--- config.mk ---
export PLATFORM = sky130hd
export DESIGN_NAME = pdu_uart_bridge
export DESIGN_NICKNAME = d
export VERILOG_FILES = /design/src/rtl/pdu_uart_bridge.sv
export SDC_FILE = /design/constraint.sdc
export NUM_CORES = 1
export LEC_CHECK = 0
export ABC_CLOCK_PERIOD_IN_PS = 3000
export BUFFER_PORTS_ARGS = -buffer_cell sky130_fd_sc_hd__buf_2
export CORE_MARGIN = 2
export CORE_UTILIZATION = 54
export CTS_CLUSTER_SIZE = 40
export DETAILED_ROUTE_END_ITERATION = 8
export GPL_TIMING_DRIVEN = 1
export PLACE_DENSITY = 0.75
export SLEW_MARGIN = 20
export SYNTH_ARGS = -nofsm -noshare
export SYNTH_HDL_FRONTEND = slang
export SYNTH_SLANG_ARGS = --single-unit
--- constraint.sdc ---
create_clock -name clk -period 3 [get_ports clk]
set_clock_uncertainty 0.1 [all_clocks]
set_input_delay 0.3 -clock clk [delete_from_list [all_inputs] [get_ports clk]]
set_output_delay 0.3 -clock clk [all_outputs]
set_load 0.02 [all_outputs]
--- src/rtl/pdu_uart_bridge.sv ---
// PDU-side bridge between the CPU MMIO byte channel and an 8N1 UART line.
// TX bytes queue in a small FIFO (full => byte dropped, sticky flag); RX bytes hand off via ready/accept.

module pdu_uart_fifo #(
   parameter int W     = 8,
   parameter int DEPTH = 4
) (
   input  logic         clk,
   input  logic         rst,
   input  logic         push_i,
   input  logic [W-1:0] push_dat_i,
   input  logic         pop_i,
   output logic [W-1:0] pop_dat_o,
   output logic         empty_o,
   output logic         full_o
);
   localparam int AW = $clog2(DEPTH);

   logic [W-1:0] mem_q [DEPTH];
   logic [AW-1:0] wr_q, rd_q;
   logic [AW:0]   cnt_q;
   logic          do_push, do_pop;

   assign empty_o   = (cnt_q == '0);
   assign full_o    = (cnt_q == (AW+1)'(DEPTH));
   assign do_pop    = pop_i && !empty_o;
   // A pop in the same cycle frees a slot, so a push while full still lands.
   assign do_push   = push_i && (!full_o || do_pop);
   assign pop_dat_o = mem_q[rd_q];

   always_ff @(posedge clk) begin
      if (do_push) mem_q[wr_q] <= push_dat_i;
   end

   always_ff @(posedge clk) begin
      if (rst) begin
         wr_q  <= '0;
         rd_q  <= '0;
         cnt_q <= '0;
      end else begin
         if (do_push) wr_q <= wr_q + AW'(1);
         if (do_pop)  rd_q <= rd_q + AW'(1);
         case ({do_push, do_pop})
            2'b10:   cnt_q <= cnt_q + (AW+1)'(1);
            2'b01:   cnt_q <= cnt_q - (AW+1)'(1);
            default: ;
         endcase
      end
   end
endmodule

module pdu_uart_bridge #(
   parameter int CLK_DIV       = 868,
   parameter int TX_FIFO_DEPTH = 4,
   parameter int READY_HOLD    = 2
) (
   input  logic       clk,
   input  logic       rst,
   input  logic       cpu_uart_data_valid,
   input  logic [7:0] cpu_uart_data,
   output logic       pdu_uart_data_ready,
   output logic [7:0] pdu_uart_data,
   input  logic       pdu_uart_data_accept,
   input  logic       uart_rx,
   output logic       uart_tx,
   output logic       tx_overflow,
   output logic       rx_error
);
   localparam int CW = $clog2(CLK_DIV);
   localparam int HW = $clog2(READY_HOLD + 1);
   localparam logic [CW-1:0] DIV_LAST  = CW'(CLK_DIV - 1);
   localparam logic [CW-1:0] HALF_LAST = CW'(CLK_DIV / 2 - 1);
   localparam logic [HW-1:0] HOLD_LAST = HW'(READY_HOLD - 1);

   typedef enum logic [1:0] {T_IDLE, T_START, T_DATA, T_STOP} tx_state_t;
   typedef enum logic [1:0] {R_IDLE, R_START, R_DATA, R_STOP} rx_state_t;
   typedef enum logic [1:0] {H_IDLE, H_READY, H_WAIT_ACC} ho_state_t;

   tx_state_t     tx_state_q;
   logic [CW-1:0] tx_cnt_q;
   logic [2:0]    tx_bit_q;
   logic [7:0]    tx_sh_q;
   logic          tx_q, tx_ovf_q, tx_bit_end;
   logic          fifo_pop, fifo_empty, fifo_full;
   logic [7:0]    fifo_dat;

   rx_state_t     rx_state_q;
   logic [CW-1:0] rx_cnt_q;
   logic [2:0]    rx_bit_q;
   logic [7:0]    rx_sh_q;
   logic          rx_s1_q, rx_s2_q, rx_done_q, rx_ferr_q;

   ho_state_t     ho_state_q;
   logic [HW-1:0] ho_cnt_q;
   logic [7:0]    ho_dat_q;
   logic          ho_rdy_q, rx_err_q;

   assign tx_bit_end = (tx_cnt_q == DIV_LAST);
   // Load the shifter straight from idle, or from the last stop cycle so frames run back-to-back.
   assign fifo_pop   = !fifo_empty && (tx_state_q == T_IDLE || (tx_state_q == T_STOP && tx_bit_end));

   pdu_uart_fifo #(.W(8), .DEPTH(TX_FIFO_DEPTH)) u_tx_fifo (
      .clk        (clk),
      .rst        (rst),
      .push_i     (cpu_uart_data_valid),
      .push_dat_i (cpu_uart_data),
      .pop_i      (fifo_pop),
      .pop_dat_o  (fifo_dat),
      .empty_o    (fifo_empty),
      .full_o     (fifo_full)
   );

   always_ff @(posedge clk) begin
      if (rst) begin
         tx_state_q <= T_IDLE;
         tx_cnt_q   <= '0;
         tx_bit_q   <= '0;
         tx_sh_q    <= '0;
         tx_q       <= 1'b1;
         tx_ovf_q   <= 1'b0;
      end else begin
         if (cpu_uart_data_valid && fifo_full && !fifo_pop) tx_ovf_q <= 1'b1;
         if (fifo_pop) begin
            tx_state_q <= T_START;
            tx_sh_q    <= fifo_dat;
            tx_q       <= 1'b0;
            tx_cnt_q   <= '0;
         end else begin
            case (tx_state_q)
               T_START: if (tx_bit_end) begin
                  tx_state_q <= T_DATA;
                  tx_q       <= tx_sh_q[0];
                  tx_cnt_q   <= '0;
                  tx_bit_q   <= '0;
               end else tx_cnt_q <= tx_cnt_q + CW'(1);
               T_DATA: if (tx_bit_end) begin
                  tx_cnt_q <= '0;
                  if (tx_bit_q == 3'd7) begin
                     tx_state_q <= T_STOP;
                     tx_q       <= 1'b1;
                  end else begin
                     tx_bit_q <= tx_bit_q + 3'd1;
                     tx_sh_q  <= {1'b0, tx_sh_q[7:1]};
                     tx_q     <= tx_sh_q[1];
                  end
               end else tx_cnt_q <= tx_cnt_q + CW'(1);
               T_STOP: if (tx_bit_end) begin
                  tx_state_q <= T_IDLE;
                  tx_cnt_q   <= '0;
               end else tx_cnt_q <= tx_cnt_q + CW'(1);
               default: ;
            endcase
         end
      end
   end

   always_ff @(posedge clk) begin
      if (rst) begin
         rx_s1_q    <= 1'b1;
         rx_s2_q    <= 1'b1;
         rx_state_q <= R_IDLE;
         rx_cnt_q   <= '0;
         rx_bit_q   <= '0;
         rx_sh_q    <= '0;
         rx_done_q  <= 1'b0;
         rx_ferr_q  <= 1'b0;
      end else begin
         rx_s1_q   <= uart_rx;
         rx_s2_q   <= rx_s1_q;
         rx_done_q <= 1'b0;
         rx_ferr_q <= 1'b0;
         case (rx_state_q)
            R_IDLE: if (!rx_s2_q) begin
               rx_state_q <= R_START;
               rx_cnt_q   <= '0;
            end
            // Half-bit re-check filters glitches and aligns later samples to bit centres.
            R_START: if (rx_cnt_q == HALF_LAST) begin
               rx_cnt_q   <= '0;
               rx_bit_q   <= '0;
               rx_state_q <= rx_s2_q ? R_IDLE : R_DATA;
            end else rx_cnt_q <= rx_cnt_q + CW'(1);
            R_DATA: if (rx_cnt_q == DIV_LAST) begin
               rx_cnt_q <= '0;
               rx_sh_q  <= {rx_s2_q, rx_sh_q[7:1]};
               if (rx_bit_q == 3'd7) rx_state_q <= R_STOP;
               else                  rx_bit_q   <= rx_bit_q + 3'd1;
            end else rx_cnt_q <= rx_cnt_q + CW'(1);
            R_STOP: if (rx_cnt_q == DIV_LAST) begin
               rx_cnt_q   <= '0;
               rx_state_q <= R_IDLE;
               if (rx_s2_q) rx_done_q <= 1'b1;
               else         rx_ferr_q <= 1'b1;
            end else rx_cnt_q <= rx_cnt_q + CW'(1);
            default: rx_state_q <= R_IDLE;
         endcase
      end
   end

   always_ff @(posedge clk) begin
      if (rst) begin
         ho_state_q <= H_IDLE;
         ho_cnt_q   <= '0;
         ho_dat_q   <= '0;
         ho_rdy_q   <= 1'b0;
         rx_err_q   <= 1'b0;
      end else begin
         if (rx_ferr_q || (rx_done_q && ho_state_q != H_IDLE)) rx_err_q <= 1'b1;
         case (ho_state_q)
            H_IDLE: if (rx_done_q) begin
               ho_dat_q   <= rx_sh_q;
               ho_rdy_q   <= 1'b1;
               ho_cnt_q   <= '0;
               ho_state_q <= H_READY;
            end
            H_READY: if (ho_cnt_q == HOLD_LAST) begin
               ho_rdy_q   <= 1'b0;
               ho_state_q <= H_WAIT_ACC;
            end else ho_cnt_q <= ho_cnt_q + HW'(1);
            H_WAIT_ACC: if (pdu_uart_data_accept) ho_state_q <= H_IDLE;
            default: ho_state_q <= H_IDLE;
         endcase
      end
   end

   assign uart_tx             = tx_q;
   assign tx_overflow         = tx_ovf_q;
   assign pdu_uart_data_ready = ho_rdy_q;
   assign pdu_uart_data       = ho_dat_q;
   assign rx_error            = rx_err_q;
endmodule

==> flow_metrics.py, run 1 <==
metrics = {
    "logic_synthesis": {
        "syn-cell-area_um2": 4760,
        "synth.top_cells.by_area": "dfxtp_1 32%, edfxtp_1 20%, mux2i_1 6.5%",
        "synth_top_cells_by_count": "75 x dfxtp_1, 59 x nor2_1, 32 x edfxtp_1",
        "synthFlopType": "dfxtp_1",
        "ys_async_sr_fraction_pct": 0,
        "synth_fp_nets": 476,
        "syn_inst": 444,
        "synth_top_cell_by_area": "dfxtp_1",
        "synth.distinct_cells": 57,
        "synth.most_common_cell": "dfxtp_1",
        "avgSynthCellArea_um2": 10.7,
        "synth_top_area_share_pct": 31.5,
        "seq_area_frac_synth_pct": 51.7,
        "synth_edf_count": 32,
        "ys_ff_latch": 107,
        "ys_warn_count": 0,
    },
    "pwr": {
        "vdd_drop_max_mv": 0.460,
        "power.total_uw": 3610,
        "p_per_area_nw_per_um2": 696,
        "leakage_uw": 0.00182,
    },
    "sta": {
        "rsz0062_at_grt": "false",
        "fin_ws_ns": 0.174,
        "period_share_pct": 94.2,
        "slew_headroom_pct": 55.3,
        "min_period_ns": 2.83,
        "setup_viol": 0,
        "fin_tns_setup_ns": 0,
        "hold_ws_ns": 0.0292,
        "worstMarginPinSlew_ns": 0.668,
        "maxSlewViolCount": 0,
        "max_freq_ghz": 0.354,
        "hold_viol": 0,
    },
    "floorplanning": {
        "io-pin-count": 25,
        "num_rows": 34,
        "die_x_um": 97.9,
        "initial_core_util_pct": 55.1,
        "dieArea_um2": 9580,
        "core_area_um2": 8640,
        "die_y_um": 97.9,
    },
    "setup_path": {
        "crit_required_ns": 3.15,
        "startpoint_type": "register",
        "path_max_fanout": 5,
        "crit_path_end_kind": "register",
        "ff2ff_path_depth": 10,
        "critPathKind": "reg2reg",
        "critPathArrivalTime_ns": 2.98,
    },
    "outcome": {
        "status": "complete, no violations",
    },
    "detailed_routing": {
        "dr_wl_met2_um": 3700,
        "drc": 0,
        "highest_layer": "met4",
        "routed_wl_um": 8050,
        "first_pass_iters": 4,
        "drtAntennaViolNets": 0,
        "wl_met3_um": 241,
        "vias": 3233,
        "viasPerCell": 5.59,
        "drtIter0Drc": 201,
        "drt-met1-wl_um": 4070,
        "wire_per_inst_um": 13.9,
    },
    "placement": {
        "port_buffers": 24,
        "gp_congestion": 0.835,
        "dp_slack_ns": 0.134,
        "hpwl_um": 5480,
        "post_dp_cell_area_um2": 4980,
    },
    "worst_hold_path": {
        "worstHoldPathType": "in2reg",
        "min_path_cells": 2,
    },
    "clocking": {
        "numCtsBuffers": 9,
        "clk_transition_reported_paths_ns": 0.10,
        "postCtsHoldBufs": 0,
        "cts_root_buf": "clkbuf_8",
        "cts_tree": "done",
        "clockBufferDepth": 2,
        "cts_num_sinks": 107,
        "htree_num_levels": 3,
        "clkLatencyLatePin_ns": 0.36,
    },
    "layout": {
        "layout.nets": 497,
        "drive_above_1_share_pct": 14.9,
        "fin_area_um2": 5190,
        "diodes": 0,
        "area_delta_synth_final_pct": 9.02,
    },
    "global_routing": {
        "grt_usage_pct": 17.3,
        "grt_pass1_wl_um": 13700,
        "grt_max_degree": 53,
        "first_global_vias": 3026,
        "grt_overflow": 0,
        "antenna_found_initial": 0,
    },
    "job": {
        "maxCapViolations": 0,
    },
}
## metrics by stage
step,instances,util [%]
6_report,578,60.1
5_1_grt,578,60.1
4_1_cts,577,59.9
3_5_place_dp,561,57.6
3_3_place_gp,561,57.6
2_1_floorplan,444,-
## area by class of cell
| class | instances | area [um2] |
|---|---|---|
| clock buffer | 10 | 128 |
| clock inverter | 6 | 72.6 |
| fill | 724 | 3450 |
| inverter | 14 | 52.6 |
| multi-input combinational | 302 | 2170 |
| sequential | 107 | 2460 |
| tap | 108 | 135 |
| timing repair buffer | 31 | 173 |
## power breakdown
group / total (uW) / switching (uW) / internal (uW)
sequential: 1820 / 159 / 1660
clock: 886 / 487 / 399
combinational: 908 / 491 / 417
total: 3610 / 1140 / 2470
## repair_timing
action | in CTS | in global routing
buffers inserted | 0 | 1
endpoints found under the setup margin | 0 | 1
resized for setup | 0 | 1
## logic make-up after synthesis
kind of cell	count (synthesis)	share of synthesized area, %
simple gates	165	18.1
mux	44	11.5
flops	107	51.7
compound gates	63	8.62
buf+inv	35	2.87
fa+ha+maj	19	5.15
xor+xnor	11	2.02
## final timing paths
check	startpoint	end	slack, ns
min	uart_rx	rx_s1_q	0.03
min reg2reg	rx_s1_q	rx_s2_q	0.32
max reg2reg	tx_cnt_q[0]	u_tx_fifo.cnt_q[2]	0.17
max	tx_cnt_q[0]	u_tx_fifo.cnt_q[2]	0.17
## placed cells by master, fill, tap and decap left out, drive strengths merged, types with 3 or more instances in the layout
cell type	count
nor2	61
ha	18
dfxtp	75
nor3	7
nand2b	8
nor4	6
clkbuf	10
or3	9
nand4b	4
a311oi	3
nand3	14
inv	17
mux2i	31
buf	31
xor2	4
mux2	5
nor3b	4
and2	4
nor2b	4
a22oi	3
and3	3
nand2	22
a21oi	17
mux4	8
or2	5
nand3b	7
o21ai	16
a31oi	8
edfxtp	32
xnor2	7
## worst max-delay path, stage by stage (launching register included)
cell and delay [ns]:
dfxtp_1 0.41, ha_1 0.22, nand4b_1 0.14, or3_4 0.42, o21ai_4 0.16, nand2_1 0.09, fa_1 0.38, nand2b_1 0.18
nor4_1 0.21, a311oi_1 0.09, mux2_1 0.31
## layer usage
metal / vias up / track usage, %
met3: 2 / 3.87
li1: 1633 / -
met2: 36 / 27.2
met5: - / 0
met1: 1562 / 24.2
met4: 0 / 4.81
## sequential cells by signal, summed over array words and instances (netlist names), named ones only
register             flops
ho_state_q               2
tx_sh_q                  8
rx_state_q               1
u_tx_fifo.rd_q           2
rx_cnt_q                10
tx_cnt_q                10
u_tx_fifo.mem_q         32
u_tx_fifo.wr_q           2
rx_sh_q                  8
rx_s2_q                  1
tx_overflow              1
rx_done_q                1
pdu_uart_data_ready      1
pdu_uart_data            8
rx_error                 1
uart_tx                  1
u_tx_fifo.cnt_q          3
tx_state_q               2
tx_bit_q                 3
rx_ferr_q                1
rx_bit_q                 3
ho_cnt_q                 2
rx_s1_q                  1
No activity file was read; power rests on OpenSTA's default activity.
==> inputs of run 2 (changes only) <==
--- a/config.mk
+++ b/config.mk
@@ -13,6 +13,7 @@
 export DETAILED_ROUTE_END_ITERATION = 8
 export GPL_TIMING_DRIVEN = 1
 export PLACE_DENSITY = 0.75
+export RECOVER_POWER = 50
 export SLEW_MARGIN = 20
 export SYNTH_ARGS = -nofsm -noshare
 export SYNTH_HDL_FRONTEND = slang
==> run 2 against run 1 <==
  * The flow now finishes with violations (max-capacitance violations, max-slew violations)
  * Die area did not move
  * Via count decreased by 0.43%
  * Flip-flop and latch count stayed put
  * Register-to-register slack barely moved
  * Sequential power barely moved
  * Fmax rose by 0.51%
  * Sequential share of layout area increased by 0.40 points
  * Setup slack improved by 0.014 ns
  * Utilization shrank 0.51 points
  * Count of clock-buffer cells in the layout is the same
  * Combinational power decreased by 2%
  * Final area down 0.84%
==> flow_metrics.py, run 2 (same netlist as run 1, synthesis figures left out) <==
metrics = {
    "sta": {
        "min_period_ns": 2.81,
        "setup_viol": 0,
        "maxSlewViolCount": 53,
        "period_share_pct": 93.7,
        "fin_tns_setup_ns": 0,
        "worstMarginPinSlew_ns": 2.16,
        "hold_viol": 0,
        "max_freq_ghz": 0.356,
        "slew_headroom_pct": -44.2,
        "rsz0062_at_grt": "false",
    },
    "setup_path": {
        "path_max_fanout": 5,
        "ff2ff_path_depth": 10,
        "critPathArrivalTime_ns": 2.97,
        "crit_path_end_kind": "register",
        "critPathKind": "reg2reg",
        "critPathMaxStageDelay_ns": 0.42,
        "crit_required_ns": 3.16,
        "timing.rr.start": "tx_cnt_q[0]",
        "path_cells": "ha_1, nand4b_1, or3_4, o21ai_4, nand2_1, fa_1, nand2b_1, nor4_1, a311oi_1, mux2_1",
        "rrSetupSlack_ns": 0.19,
        "crit_slowest_cell": "or3_4",
        "reg2reg_to": "u_tx_fifo.cnt_q[2]",
        "startpoint_type": "register",
    },
    "clocking": {
        "numCtsBuffers": 9,
        "cts_root_buf": "clkbuf_8",
        "clk_transition_reported_paths_ns": 0.10,
        "clockBufferDepth": 2,
        "cts_tree": "done",
        "cts_num_sinks": 107,
        "clkLatencyLatePin_ns": 0.37,
        "htree_num_levels": 3,
    },
    "detailed_routing": {
        "routed_wl_um": 8100,
        "drc": 0,
        "drtIter0Drc": 193,
        "wire_per_inst_um": 14.0,
        "first_pass_iters": 4,
        "drtAntennaViolNets": 0,
        "viasPerCell": 5.57,
        "vias": 3219,
    },
    "layout": {
        "diodes": 0,
        "layout.nets": 497,
        "regMostFlops": "u_tx_fifo.mem_q",
        "mostFrequentLayoutCells": "75 x dfxtp_1, 59 x nor2_1, 32 x edfxtp_1",
        "reg_top3": "u_tx_fifo.mem_q (32), rx_cnt_q (10), tx_cnt_q (10)",
        "area_delta_synth_final_pct": 8.10,
        "drive_above_1_share_pct": 9.57,
        "postLayoutCoreUtil_pct": 59.6,
        "final_common_cell": "dfxtp_1",
        "largest_reg_flops": 32,
    },
    "floorplanning": {
        "io-pin-count": 25,
        "die_y_um": 97.9,
        "dieArea_um2": 9580,
        "die_x_um": 97.9,
        "initial_core_util_pct": 55.1,
        "core_area_um2": 8640,
        "num_rows": 34,
    },
    "global_routing": {
        "grt_max_degree": 53,
        "grt_pass1_wl_um": 13700,
        "antenna_found_initial": 0,
        "grt_usage_pct": 17.3,
        "grt_overflow": 0,
        "first_global_vias": 3026,
    },
    "pwr": {
        "leakage_uw": 0.00173,
        "power.total_uw": 3600,
        "p_per_area_nw_per_um2": 699,
        "vdd_drop_max_mv": 0.455,
    },
    "placement": {
        "gp_congestion": 0.835,
        "port_buffers": 24,
        "hpwl_um": 5480,
    },
    "worst_hold_path": {
        "holdPathEnd": "rx_s1_q",
        "holdCritStartpoint": "uart_rx",
        "min_path_cells": 2,
        "worstHoldPathType": "in2reg",
    },
    "outcome": {
        "violations": "max-capacitance violations, max-slew violations",
        "status": "finished, violations left",
    },
    "job": {
        "maxCapViolations": 1,
    },
}
## run 2: critical path, delay by kind of cell, from the launching register on
kind | cells | cell delay, ns
muxes | 1 | 0.31
and+or+nand+nor | 5 | 1.03
AOI/OAI and AO/OA | 2 | 0.25
DFF | 1 | 0.41
adders and majority gates | 2 | 0.60
## run 2: timing repair
action                                  in CTS  in global routing
buffers inserted                             0                  1
endpoints found under the hold margin        0                  0
endpoints found under the setup margin       0                  1
hold buffers                                 0                  0
gates resized for setup                      0                  1
## run 2: worst max path at each step
stage / startpoint / to / slack [ns] / cells after the start
global placement: tx_cnt_q[0] / u_tx_fifo.cnt_q[2] / 0.25 / 10
detailed placement: tx_cnt_q[0] / u_tx_fifo.cnt_q[2] / 0.13 / 10
CTS: tx_cnt_q[0] / u_tx_fifo.cnt_q[2] / 0.12 / 10
global route: tx_cnt_q[1] / u_tx_fifo.cnt_q[2] / 0.08 / 10
floorplan: tx_cnt_q[0] / u_tx_fifo.cnt_q[2] / 0.20 / 11
finish: tx_cnt_q[0] / u_tx_fifo.cnt_q[2] / 0.19 / 10
## run 2: where the power goes
part / leakage (uW) / switching [uW] / internal [uW]
registers: 0.000903 / 161 / 1660
clock network: 0.000103 / 489 / 399
logic: 0.000725 / 487 / 403
## run 2: metrics by stage
| step | cells | hold WS [ns] | setup slack [ns] | instance area (um2) |
|---|---|---|---|---|
| 2_1_floorplan | 444 | 0.289 | 0.196 | 4760 |
| 3_5_place_dp | 561 | 0.299 | 0.134 | 4980 |
| 5_1_grt | 578 | 0.0134 | 0.0791 | 5140 |
| 4_1_cts | 577 | 0.0116 | 0.117 | 5180 |
| 6_report | 578 | 0.0259 | 0.189 | 5140 |
| 3_3_place_gp | 561 | 0.295 | 0.248 | 4980 |
## run 2: layout make-up
type	instances	area [um2]
Clock buffer	10	128
Multi-Input combinational cell	302	2160
Clock inverter	6	72.6
Fill cell	739	3490
Timing Repair Buffer	31	135
Sequential cell	107	2460
Inverter	14	52.6
Tap cell	108	135
## run 2: metal layers
metal	vias up	track usage, %	share of wire (%)
li1	1631	-	-
met1	1541	24.2	51
met2	42	27.2	45
met3	5	3.87	3.3
met4	0	4.81	0.84
met5	-	0	0
